`src/rtl/req_arbiter8.sv`:
```
// req_arbiter8: 8-requester arbiter with registered one-hot grant, done/drop release and hold limit.
// Define ARB_ROUND_ROBIN_EN for rotating priority; otherwise the highest requesting index wins.
module req_arbiter8 #(
  parameter int unsigned HOLD_MAX = 15
) (
  input  logic       clk,
  input  logic       rst_n,
  input  logic [7:0] req_i,
  input  logic       done_i,
  output logic [7:0] gnt_o,
  output logic [2:0] gnt_id_o,
  output logic       gnt_valid_o,
  output logic       timeout_o
);
  localparam int CW = (HOLD_MAX == 0) ? 1 : $clog2(HOLD_MAX + 1);
  typedef enum logic {S_IDLE, S_GRANT} state_e;
  state_e          state_q, state_d;
  logic [7:0]      gnt_q, gnt_d;
  logic [2:0]      id_q, id_d, win;
  logic [CW-1:0]   cnt_q, cnt_d;
  logic            to_q, to_d, drop, lim;
`ifdef ARB_ROUND_ROBIN_EN
  logic [2:0] last_q, last_d;
  // Later loop iterations override, so last_q-1 ends up with top priority and last_q with the lowest.
  always_comb begin
    win = '0;
    for (int p = 8; p >= 1; p--) if (req_i[last_q - 3'(p)]) win = last_q - 3'(p);
  end
`else
  always_comb begin
    win = '0;
    for (int i = 0; i < 8; i++) if (req_i[i]) win = 3'(i);
  end
`endif
  assign drop = done_i | ~req_i[id_q];
  assign lim  = (HOLD_MAX != 0) && (cnt_q == CW'(HOLD_MAX - 1));
  always_comb begin
    state_d = state_q;
    gnt_d   = gnt_q;
    id_d    = id_q;
    cnt_d   = cnt_q;
    to_d    = 1'b0;
`ifdef ARB_ROUND_ROBIN_EN
    last_d  = last_q;
`endif
    if (state_q == S_IDLE) begin
      if (|req_i) begin
        state_d = S_GRANT;
        gnt_d   = 8'd1 << win;
        id_d    = win;
        cnt_d   = '0;
`ifdef ARB_ROUND_ROBIN_EN
        last_d  = win;
`endif
      end
    end else if (drop || lim) begin
      state_d = S_IDLE;
      gnt_d   = '0;
      id_d    = '0;
      to_d    = ~drop;
    end else begin
      cnt_d   = cnt_q + 1'b1;
    end
  end
  always_ff @(posedge clk or negedge rst_n) begin
    if (!rst_n) begin
      state_q <= S_IDLE;
      gnt_q   <= '0;
      id_q    <= '0;
      cnt_q   <= '0;
      to_q    <= 1'b0;
`ifdef ARB_ROUND_ROBIN_EN
      last_q  <= '0;
`endif
    end else begin
      state_q <= state_d;
      gnt_q   <= gnt_d;
      id_q    <= id_d;
      cnt_q   <= cnt_d;
      to_q    <= to_d;
`ifdef ARB_ROUND_ROBIN_EN
      last_q  <= last_d;
`endif
    end
  end
  assign gnt_o       = gnt_q;
  assign gnt_id_o    = id_q;
  assign gnt_valid_o = (state_q == S_GRANT);
  assign timeout_o   = to_q;
endmodule

```
`config.mk`:
```
export PLATFORM = sky130hd
export DESIGN_NAME = req_arbiter8
export DESIGN_NICKNAME = d
export VERILOG_FILES = /design/src/rtl/req_arbiter8.sv
export SDC_FILE = /design/constraint.sdc
export NUM_CORES = 1
export LEC_CHECK = 0
export CAP_MARGIN = 20
export CORE_ASPECT_RATIO = 0.75
export CORE_MARGIN = 10
export CORE_UTILIZATION = 47
export CTS_CLUSTER_SIZE = 30
export DETAILED_ROUTE_END_ITERATION = 7
export GPL_TIMING_DRIVEN = 0
export HOLD_SLACK_MARGIN = 0.02
export PLACE_DENSITY = 0.8
export SYNTH_ARGS = -nofsm -noshare
export SYNTH_HDL_FRONTEND = slang
export SYNTH_SLANG_ARGS = --single-unit
```
`constraint.sdc`:
```
create_clock -name clk -period 2.2 [get_ports clk]
set_input_delay 0.44 -clock clk [delete_from_list [all_inputs] [get_ports clk]]
set_output_delay 0.44 -clock clk [all_outputs]
set_load 0.01 [all_outputs]
```
==> results of run 1 <==
## final timing paths
path | slack, ns | to | cells after the start | start
min | 0.51 | gnt_o[3] | 1 | gnt_o[3]
min reg2reg | 0.51 | gnt_o[3] | 1 | gnt_o[3]
max reg2reg | 0.31 | gnt_o[2] | 6 | gnt_id_o[0]
max | 0.16 | gnt_o[2] | 6 | req_i[7]
min in group asynchronous | 0.58 | gnt_o[1] | 1 | rst_n
max in group asynchronous | 1.14 | cnt_q[0] | 1 | rst_n
## flip-flops by register name, summed over array words and instances, names as in the netlist
name	cells
timeout_o	1
gnt_id_o	3
gnt_o	8
gnt_valid_o	1
cnt_q	4
## cells by family (layout without fill, tap and decap cells)
family          after synthesis  in the layout  synth area share, %
buf+inv                       8             35                3.708
flops                        17             17                45.03
fa+ha+maj                     2              2                2.649
compound gates               27             27                21.46
mux                           4              4                4.371
simple gates                 42             42                22.78
## area by class of cell
cell class | instances | area [um2] | share of cell area, %
Clock buffer | 3 | 22.52 | 1.827
Tap cell | 22 | 27.53 | 2.234
Multi-Input combinational cell | 75 | 484.2 | 39.29
Clock inverter | 1 | 5.005 | 0.4061
Inverter | 5 | 18.77 | 1.523
Sequential cell | 17 | 425.4 | 34.52
Timing Repair Buffer | 23 | 232.7 | 18.88
Buffer | 3 | 16.27 | 1.320
## report_power, final
part / internal (mW) / switching [mW] / total (mW)
registers: 0.390 / 0.0825 / 0.473
logic: 0.275 / 0.341 / 0.616
clock network: 0.0679 / 0.102 / 0.170
total: 0.733 / 0.525 / 1.26
## synth_stat cells
cell type	count
sky130_fd_sc_hd__buf_4	1
sky130_fd_sc_hd__o2bb2ai_1	2
sky130_fd_sc_hd__nand2_1	11
sky130_fd_sc_hd__a22oi_1	1
sky130_fd_sc_hd__a22o_1	1
sky130_fd_sc_hd__buf_2	1
sky130_fd_sc_hd__dfrtp_1	17
sky130_fd_sc_hd__clkbuf_1	1
sky130_fd_sc_hd__o21ba_2	1
sky130_fd_sc_hd__a31oi_1	2
sky130_fd_sc_hd__a2bb2oi_2	1
sky130_fd_sc_hd__nor2b_1	3
sky130_fd_sc_hd__a211oi_1	1
sky130_fd_sc_hd__nor3_1	1
sky130_fd_sc_hd__and3_1	1
sky130_fd_sc_hd__nor4_1	1
sky130_fd_sc_hd__a32oi_1	1
sky130_fd_sc_hd__nor2_1	10
sky130_fd_sc_hd__o311ai_0	1
sky130_fd_sc_hd__a21oi_1	10
sky130_fd_sc_hd__or4_1	1
sky130_fd_sc_hd__mux2_1	1
sky130_fd_sc_hd__o21ai_0	3
sky130_fd_sc_hd__ha_1	2
sky130_fd_sc_hd__nand2b_1	2
sky130_fd_sc_hd__inv_1	5
sky130_fd_sc_hd__or3_1	1
sky130_fd_sc_hd__a221oi_4	1
sky130_fd_sc_hd__mux2i_1	3
sky130_fd_sc_hd__nand3_1	9
sky130_fd_sc_hd__nand4_4	1
sky130_fd_sc_hd__nand3b_1	1
sky130_fd_sc_hd__o211ai_1	2
## layer usage
metal  part of all wire, %  vias up  track usage, %
met5                     0        -               0
met4                  0.88        0           3.306
met3                   9.4        4           6.365
met2                    44       24           18.34
met1                    45      411           14.18
li1                      -      421               -
## worst max-delay path, delay by kind of cell
| family | cells | cell delay, ns |
|---|---|---|
| AOI/OAI and AO/OA | 3 | 0.78 |
| buffers and inverters | 1 | 0.53 |
| muxes | 1 | 0.36 |
| and+or+nand+nor | 1 | 0.13 |
## stage by stage
step           std cells  area [um2]
2_1_floorplan        100       944.7
3_3_place_gp         145        1202
3_5_place_dp         145        1202
4_1_cts              149        1230
5_1_grt              149        1232
6_report             149        1232
==> insert_results.sql, run 1 <==
INSERT INTO impl_metrics (metric_group, metric, value, unit) VALUES
('detailed_routing', 'drtIter0Drc', '22', ''),
('timing', 'slew_headroom', '48.47', '%'),
('detailed_routing', 'detail_route.drc_violations', '0', ''),
('setup_path', 'worst-setup-path-type', 'input port to flip-flop', ''),
('timing', 'fin_skew', '0.0008994', 'ns'),
('floorplan', 'placement_rows', '13', ''),
('synthesis', 'synthesis.nets', '113', ''),
('synthesis', 'synth-warning-count', '0', ''),
('detailed_routing', 'finalWirelength', '2376', 'um'),
('job', 'drv.max_cap_violation_count', '0', ''),
('timing', 'worst_pin_slew', '0.7705', 'ns'),
('floorplan', 'design.die.area', '4222', 'um2'),
('floorplan', 'die-width', '71.77', 'um'),
('status', 'outcome', 'finished, final reports clean', ''),
('cells_and_area', 'layout.filler_cells', '155', ''),
('timing', 'max_clock_freq', '489.3', 'MHz'),
('floorplan', 'core', '1822', 'um2'),
('cts', 'cts_setup_buffers', '0', ''),
('floorplan', 'floorplan.initialDensity', '51.85', '%'),
('cells_and_area', 'final_common_cell', 'sky130_fd_sc_hd__clkdlybuf4s50_1', ''),
('cts', 'clock_root_cell', 'sky130_fd_sc_hd__clkbuf_4', ''),
('grt', 'grt_first_pass_wirelength', '4091', 'um'),
('power_and_ir_drop', 'total_chip_power', '1.258', 'mW'),
('cts', 'h-tree-depth', '1', ''),
('cts', 'source_to_sink_clock_delay_at_the_later_pin_of_the_worst_skew_pair', '0.30', 'ns'),
('synthesis', 'yosysTopAreaCellShare', '45.03', '%'),
('synthesis', 'netlist_area', '944.7', 'um2'),
('timing', 'grt_setup_unrepaired', 'false', ''),
('setup_path', 'arrival', '2.24', 'ns'),
('cts', 'cts_inserted_buffers', '3', ''),
('cells_and_area', 'number_of_diodes_added_for_antenna_fixing', '0', ''),
('synthesis', 'ys_top_cells_by_area', 'sky130_fd_sc_hd__dfrtp_1 45%, sky130_fd_sc_hd__a21oi_1 5.3%, sky130_fd_sc_hd__nand3_1 4.8%', ''),
('placed_design', 'post-dp-hpwl', '1854', 'um'),
('placed_design', 'port_buffers', '23', ''),
('detailed_routing', 'wl_per_cell', '15.95', 'um'),
('timing', 'final_period_minus_worst_setup_slack', '2.044', 'ns'),
('timing', 'setup_slack', '0.1562', 'ns'),
('cells_and_area', 'fin_util', '67.65', '%'),
('grt', 'grt_pass1_vias', '845', ''),
('power_and_ir_drop', 'power.static_leakage', '0.5076', 'nW'),
('cells_and_area', 'area_growth_syn_to_layout', '30.46', '%'),
('synthesis', 'seq_area_frac_synth', '45.03', '%'),
('detailed_routing', 'number_of_detailed_route_iterations_in_the_first_pass', '4', ''),
('timing', 'report.final.hold_viol_count', '0', ''),
('setup_path', 'critPathMaxStageDelay', '0.53', 'ns'),
('cts', 'cts.clk_slew.worst_paths', '0.10', 'ns'),
('synthesis', 'ys_ff_latch', '17', ''),
('worst_hold_path', 'holdCritPathClass', 'flip-flop to flip-flop', ''),
('detailed_routing', 'dr_total_vias', '860', ''),
('cells_and_area', 'final_layout_size_suffix_gt1_share', '7.874', '%'),
('synthesis', 'synth.distinct_cells', '33', ''),
('setup_path', 'cp.required', '2.40', 'ns'),
('timing', 'final.setup.tns', '0', 'ns'),
('cts', 'clock_path_buffers', '2', ''),
('power_and_ir_drop', 'irDropWorstVdd', '0.9150', 'mV'),
('synthesis', 'synth_top_area_cell', 'sky130_fd_sc_hd__dfrtp_1', ''),
('grt', 'grt_antenna_before_repair', '0', ''),
('floorplan', 'boundary_pins', '24', ''),
('grt', 'grt.total_usage', '11.94', '%'),
('setup_path', 'critical_path.slowest_cell', 'sky130_fd_sc_hd__clkdlybuf4s50_1', ''),
('floorplan', 'die_y', '58.83', 'um'),
('setup_path', 'crit_path_start_kind', 'input port', ''),
('cells_and_area', 'layout.nets', '141', ''),
('setup_path', 'critical_path.cell_chain', 'clkdlybuf4s50_1, mux2_1, a2bb2oi_2, a31oi_1, nor2_1, a22o_1', ''),
('synthesis', 'avgSynthCellArea', '9.447', 'um2'),
('grt', 'largest_net_degree_at_the_start_of_global_routing', '18', ''),
('synthesis', 'synth_instances', '100', ''),
('timing', 'whs', '0.5137', 'ns'),
('setup_path', 'critPathCaptureType', 'flip-flop', ''),
('cts', 'tritoncts', 'yes', ''),
('detailed_routing', 'via_per_inst', '5.772', '');
No activity file was read; power rests on OpenSTA's default activity.
==> run 2, diff against run 1 <==
- RECOVER_POWER: not set -> 25
==> insert_results.sql, run 2 (synthesized netlist as in run 1, its figures left out) <==
INSERT INTO impl_metrics (metric_group, metric, value, unit) VALUES
('status', 'outcome', 'finished, final reports clean', ''),
('cells_and_area', 'layout.nets', '141', ''),
('power_and_ir_drop', 'power.clock.fraction', '13.5', '%'),
('setup_path', 'arrival', '2.24', 'ns'),
('timing', 'slew_headroom', '47.95', '%'),
('cells_and_area', 'final_common_cell', 'sky130_fd_sc_hd__clkdlybuf4s50_1', ''),
('floorplan', 'boundary_pins', '24', ''),
('cts', 'tritoncts', 'yes', ''),
('cts', 'h-tree-depth', '1', ''),
('cts', 'postCtsHoldBufs', '0', ''),
('timing', 'max_clock_freq', '489.3', 'MHz'),
('grt', 'grt_pass1_vias', '845', ''),
('grt', 'grt_first_pass_wirelength', '4091', 'um'),
('floorplan', 'core', '1822', 'um2'),
('setup_path', 'cp.required', '2.40', 'ns'),
('grt', 'largest_net_degree_at_the_start_of_global_routing', '18', ''),
('placed_design', 'port_buffers', '23', ''),
('placed_design', 'gp_congestion', '0.8967', ''),
('timing', 'worst_pin_slew', '0.7781', 'ns'),
('job', 'drv.max_cap_violation_count', '0', ''),
('setup_path', 'worst-setup-path-type', 'input port to flip-flop', ''),
('detailed_routing', 'drt.antenna.violating_nets', '0', ''),
('cts', 'cts_inserted_buffers', '3', ''),
('cts', 'clock_path_buffers', '2', ''),
('timing', 'timing_max_transition_violations_final', '0', ''),
('timing', 'finalCritPeriodShare', '92.90', '%'),
('detailed_routing', 'drtIter0Drc', '22', ''),
('power_and_ir_drop', 'sw_frac_of_total', '41.76', '%'),
('floorplan', 'placement_rows', '13', ''),
('cells_and_area', 'most_used_cells_in_the_layout_excluding_fill_and_tap_cells', '21 x sky130_fd_sc_hd__clkdlybuf4s50_1, 17 x sky130_fd_sc_hd__dfrtp_1, 11 x sky130_fd_sc_hd__nand2_1', ''),
('setup_path', 'critPathMaxStageDelay', '0.53', 'ns'),
('placed_design', 'detailedPlace.worstSlack', '-0.1752', 'ns'),
('power_and_ir_drop', 'switchingPower', '525.1', 'uW'),
('floorplan', 'floorplan.initialDensity', '51.85', '%'),
('timing', 'whs', '0.5137', 'ns'),
('floorplan', 'design.die.area', '4222', 'um2'),
('cts', 'cts.clk_slew.worst_paths', '0.10', 'ns'),
('power_and_ir_drop', 'total_chip_power', '1.257', 'mW'),
('cells_and_area', 'instances_no_fill', '149', ''),
('setup_path', 'critPathCaptureType', 'flip-flop', ''),
('setup_path', 'worstPathMaxFanout', '6', ''),
('cells_and_area', 'final_layout_size_suffix_gt1_share', '7.874', '%'),
('power_and_ir_drop', 'combinationalPowerShare', '48.9', '%'),
('detailed_routing', 'via_per_inst', '5.772', ''),
('worst_hold_path', 'holdCritPathClass', 'flip-flop to flip-flop', ''),
('timing', 'final_period_minus_worst_setup_slack', '2.044', 'ns'),
('cells_and_area', 'number_of_diodes_added_for_antenna_fixing', '0', ''),
('setup_path', 'critical_path_buf_inv_count', '1', ''),
('cells_and_area', 'fin_util', '67.65', '%'),
('detailed_routing', 'finalWirelength', '2376', 'um'),
('timing', 'fin_skew', '0.0008994', 'ns'),
('timing', 'grt_setup_unrepaired', 'false', ''),
('setup_path', 'critical_path.slowest_cell', 'sky130_fd_sc_hd__clkdlybuf4s50_1', ''),
('floorplan', 'die-width', '71.77', 'um'),
('cells_and_area', 'area_growth_syn_to_layout', '30.46', '%'),
('setup_path', 'worst_path_dominant_cell_family', 'compound AO/OA/AOI/OAI gates', ''),
('power_and_ir_drop', 'irDropWorstVdd', '0.9150', 'mV'),
('detailed_routing', 'number_of_detailed_route_iterations_in_the_first_pass', '4', ''),
('cts', 'clock_root_cell', 'sky130_fd_sc_hd__clkbuf_4', ''),
('timing', 'setup_viol', '0', ''),
('power_and_ir_drop', 'power.internal', '732.4', 'uW'),
('cts', 'source_to_sink_clock_delay_at_the_later_pin_of_the_worst_skew_pair', '0.30', 'ns'),
('timing', 'setup_slack', '0.1562', 'ns'),
('detailed_routing', 'wl_per_cell', '15.95', 'um'),
('grt', 'grt.total_usage', '11.94', '%'),
('grt', 'grt_antenna_before_repair', '0', ''),
('cells_and_area', 'largest_register_ff_count', '8', ''),
('floorplan', 'die_y', '58.83', 'um'),
('grt', 'grt.overflow.total', '0', ''),
('placed_design', 'post-dp-hpwl', '1854', 'um'),
('cts', 'numClockSinks', '17', ''),
('setup_path', 'crit_path_start_kind', 'input port', ''),
('placed_design', 'placedCellCount', '145', ''),
('power_and_ir_drop', 'p_per_area', '1020', 'nW/um2'),
('power_and_ir_drop', 'power.static_leakage', '0.5079', 'nW'),
('detailed_routing', 'dr_total_vias', '860', ''),
('setup_path', 'critical_path.cell_chain', 'clkdlybuf4s50_1, mux2_1, a2bb2oi_2, a31oi_1, nor2_1, a22o_1', ''),
('detailed_routing', 'detail_route.drc_violations', '0', ''),
('power_and_ir_drop', 'seq_power_share', '37.6', '%'),
('timing', 'report.final.hold_viol_count', '0', '');
[run 2: cell count changes in the layout (fill, tap and decap cells not counted)]
cell	before	now
sky130_fd_sc_hd__dlygate4sd3_1	0	1
sky130_fd_sc_hd__clkdlybuf4s50_1	22	21
[run 2: power by group through the flow]
stage / clock (mW) / combinational [mW] / sequential (mW)
after global placement: 0 / 0.603 / 0.471
after detailed placement: 0 / 0.619 / 0.476
after floorplan: 0 / 0.365 / 0.488
after CTS: 0.176 / 0.622 / 0.471
final: 0.170 / 0.615 / 0.473
after global routing: 0.183 / 0.686 / 0.485
[run 2: stage by stage]
step	setup TNS, ns	instance area, um2
global route	0	1232
detailed placement	-0.6040	1202
global placement	-0.4195	1202
CTS	0	1230
finish	0	1232
floorplan	0	944.7
[run 2: repair_timing]
| action | CTS | global route |
|---|---|---|
| endpoints found under the setup margin | 0 | 1 |
| resized for setup | 0 | 1 |
| buffers inserted | 0 | 0 |
[run 2: cell type report]
| type | count | area, um2 |
|---|---|---|
| Fill cell | 155 | 589.3 |
| Multi-Input combinational cell | 75 | 484.2 |
| Sequential cell | 17 | 425.4 |
| Timing Repair Buffer | 23 | 232.7 |
| Tap cell | 22 | 27.53 |
| Clock buffer | 3 | 22.52 |
| Inverter | 5 | 18.77 |
| Buffer | 3 | 16.27 |
| Clock inverter | 1 | 5.005 |
[run 2: metal layers]
layer  up-vias  share of wire, %  track usage (%)
met4         0              0.88            3.306
met3         4               9.4            6.365
li1        421                 -                -
met1       411                45            14.18
met2        24                44            18.34
met5         -                 0                0
[run 2: worst paths after layout]
kind / start / to / slack (ns) / cells past startpoint
worst min-delay path: gnt_o[3] / gnt_o[3] / 0.51 / 1
min in group asynchronous: rst_n / gnt_o[1] / 0.65 / 1
worst min register to register: gnt_o[3] / gnt_o[3] / 0.51 / 1
worst max-delay path: req_i[7] / gnt_o[2] / 0.16 / 6
worst max register to register: gnt_id_o[0] / gnt_o[2] / 0.31 / 6
max in group asynchronous: rst_n / cnt_q[0] / 1.07 / 1
[run 2: worst reg2reg max path: stages, from the launching register on]
cell and delay (ns):
sky130_fd_sc_hd__dfrtp_1 0.39, sky130_fd_sc_hd__buf_4 0.16, sky130_fd_sc_hd__mux2_1 0.33, sky130_fd_sc_hd__a2bb2oi_2 0.20
sky130_fd_sc_hd__a31oi_1 0.39, sky130_fd_sc_hd__nor2_1 0.13, sky130_fd_sc_hd__a22o_1 0.19
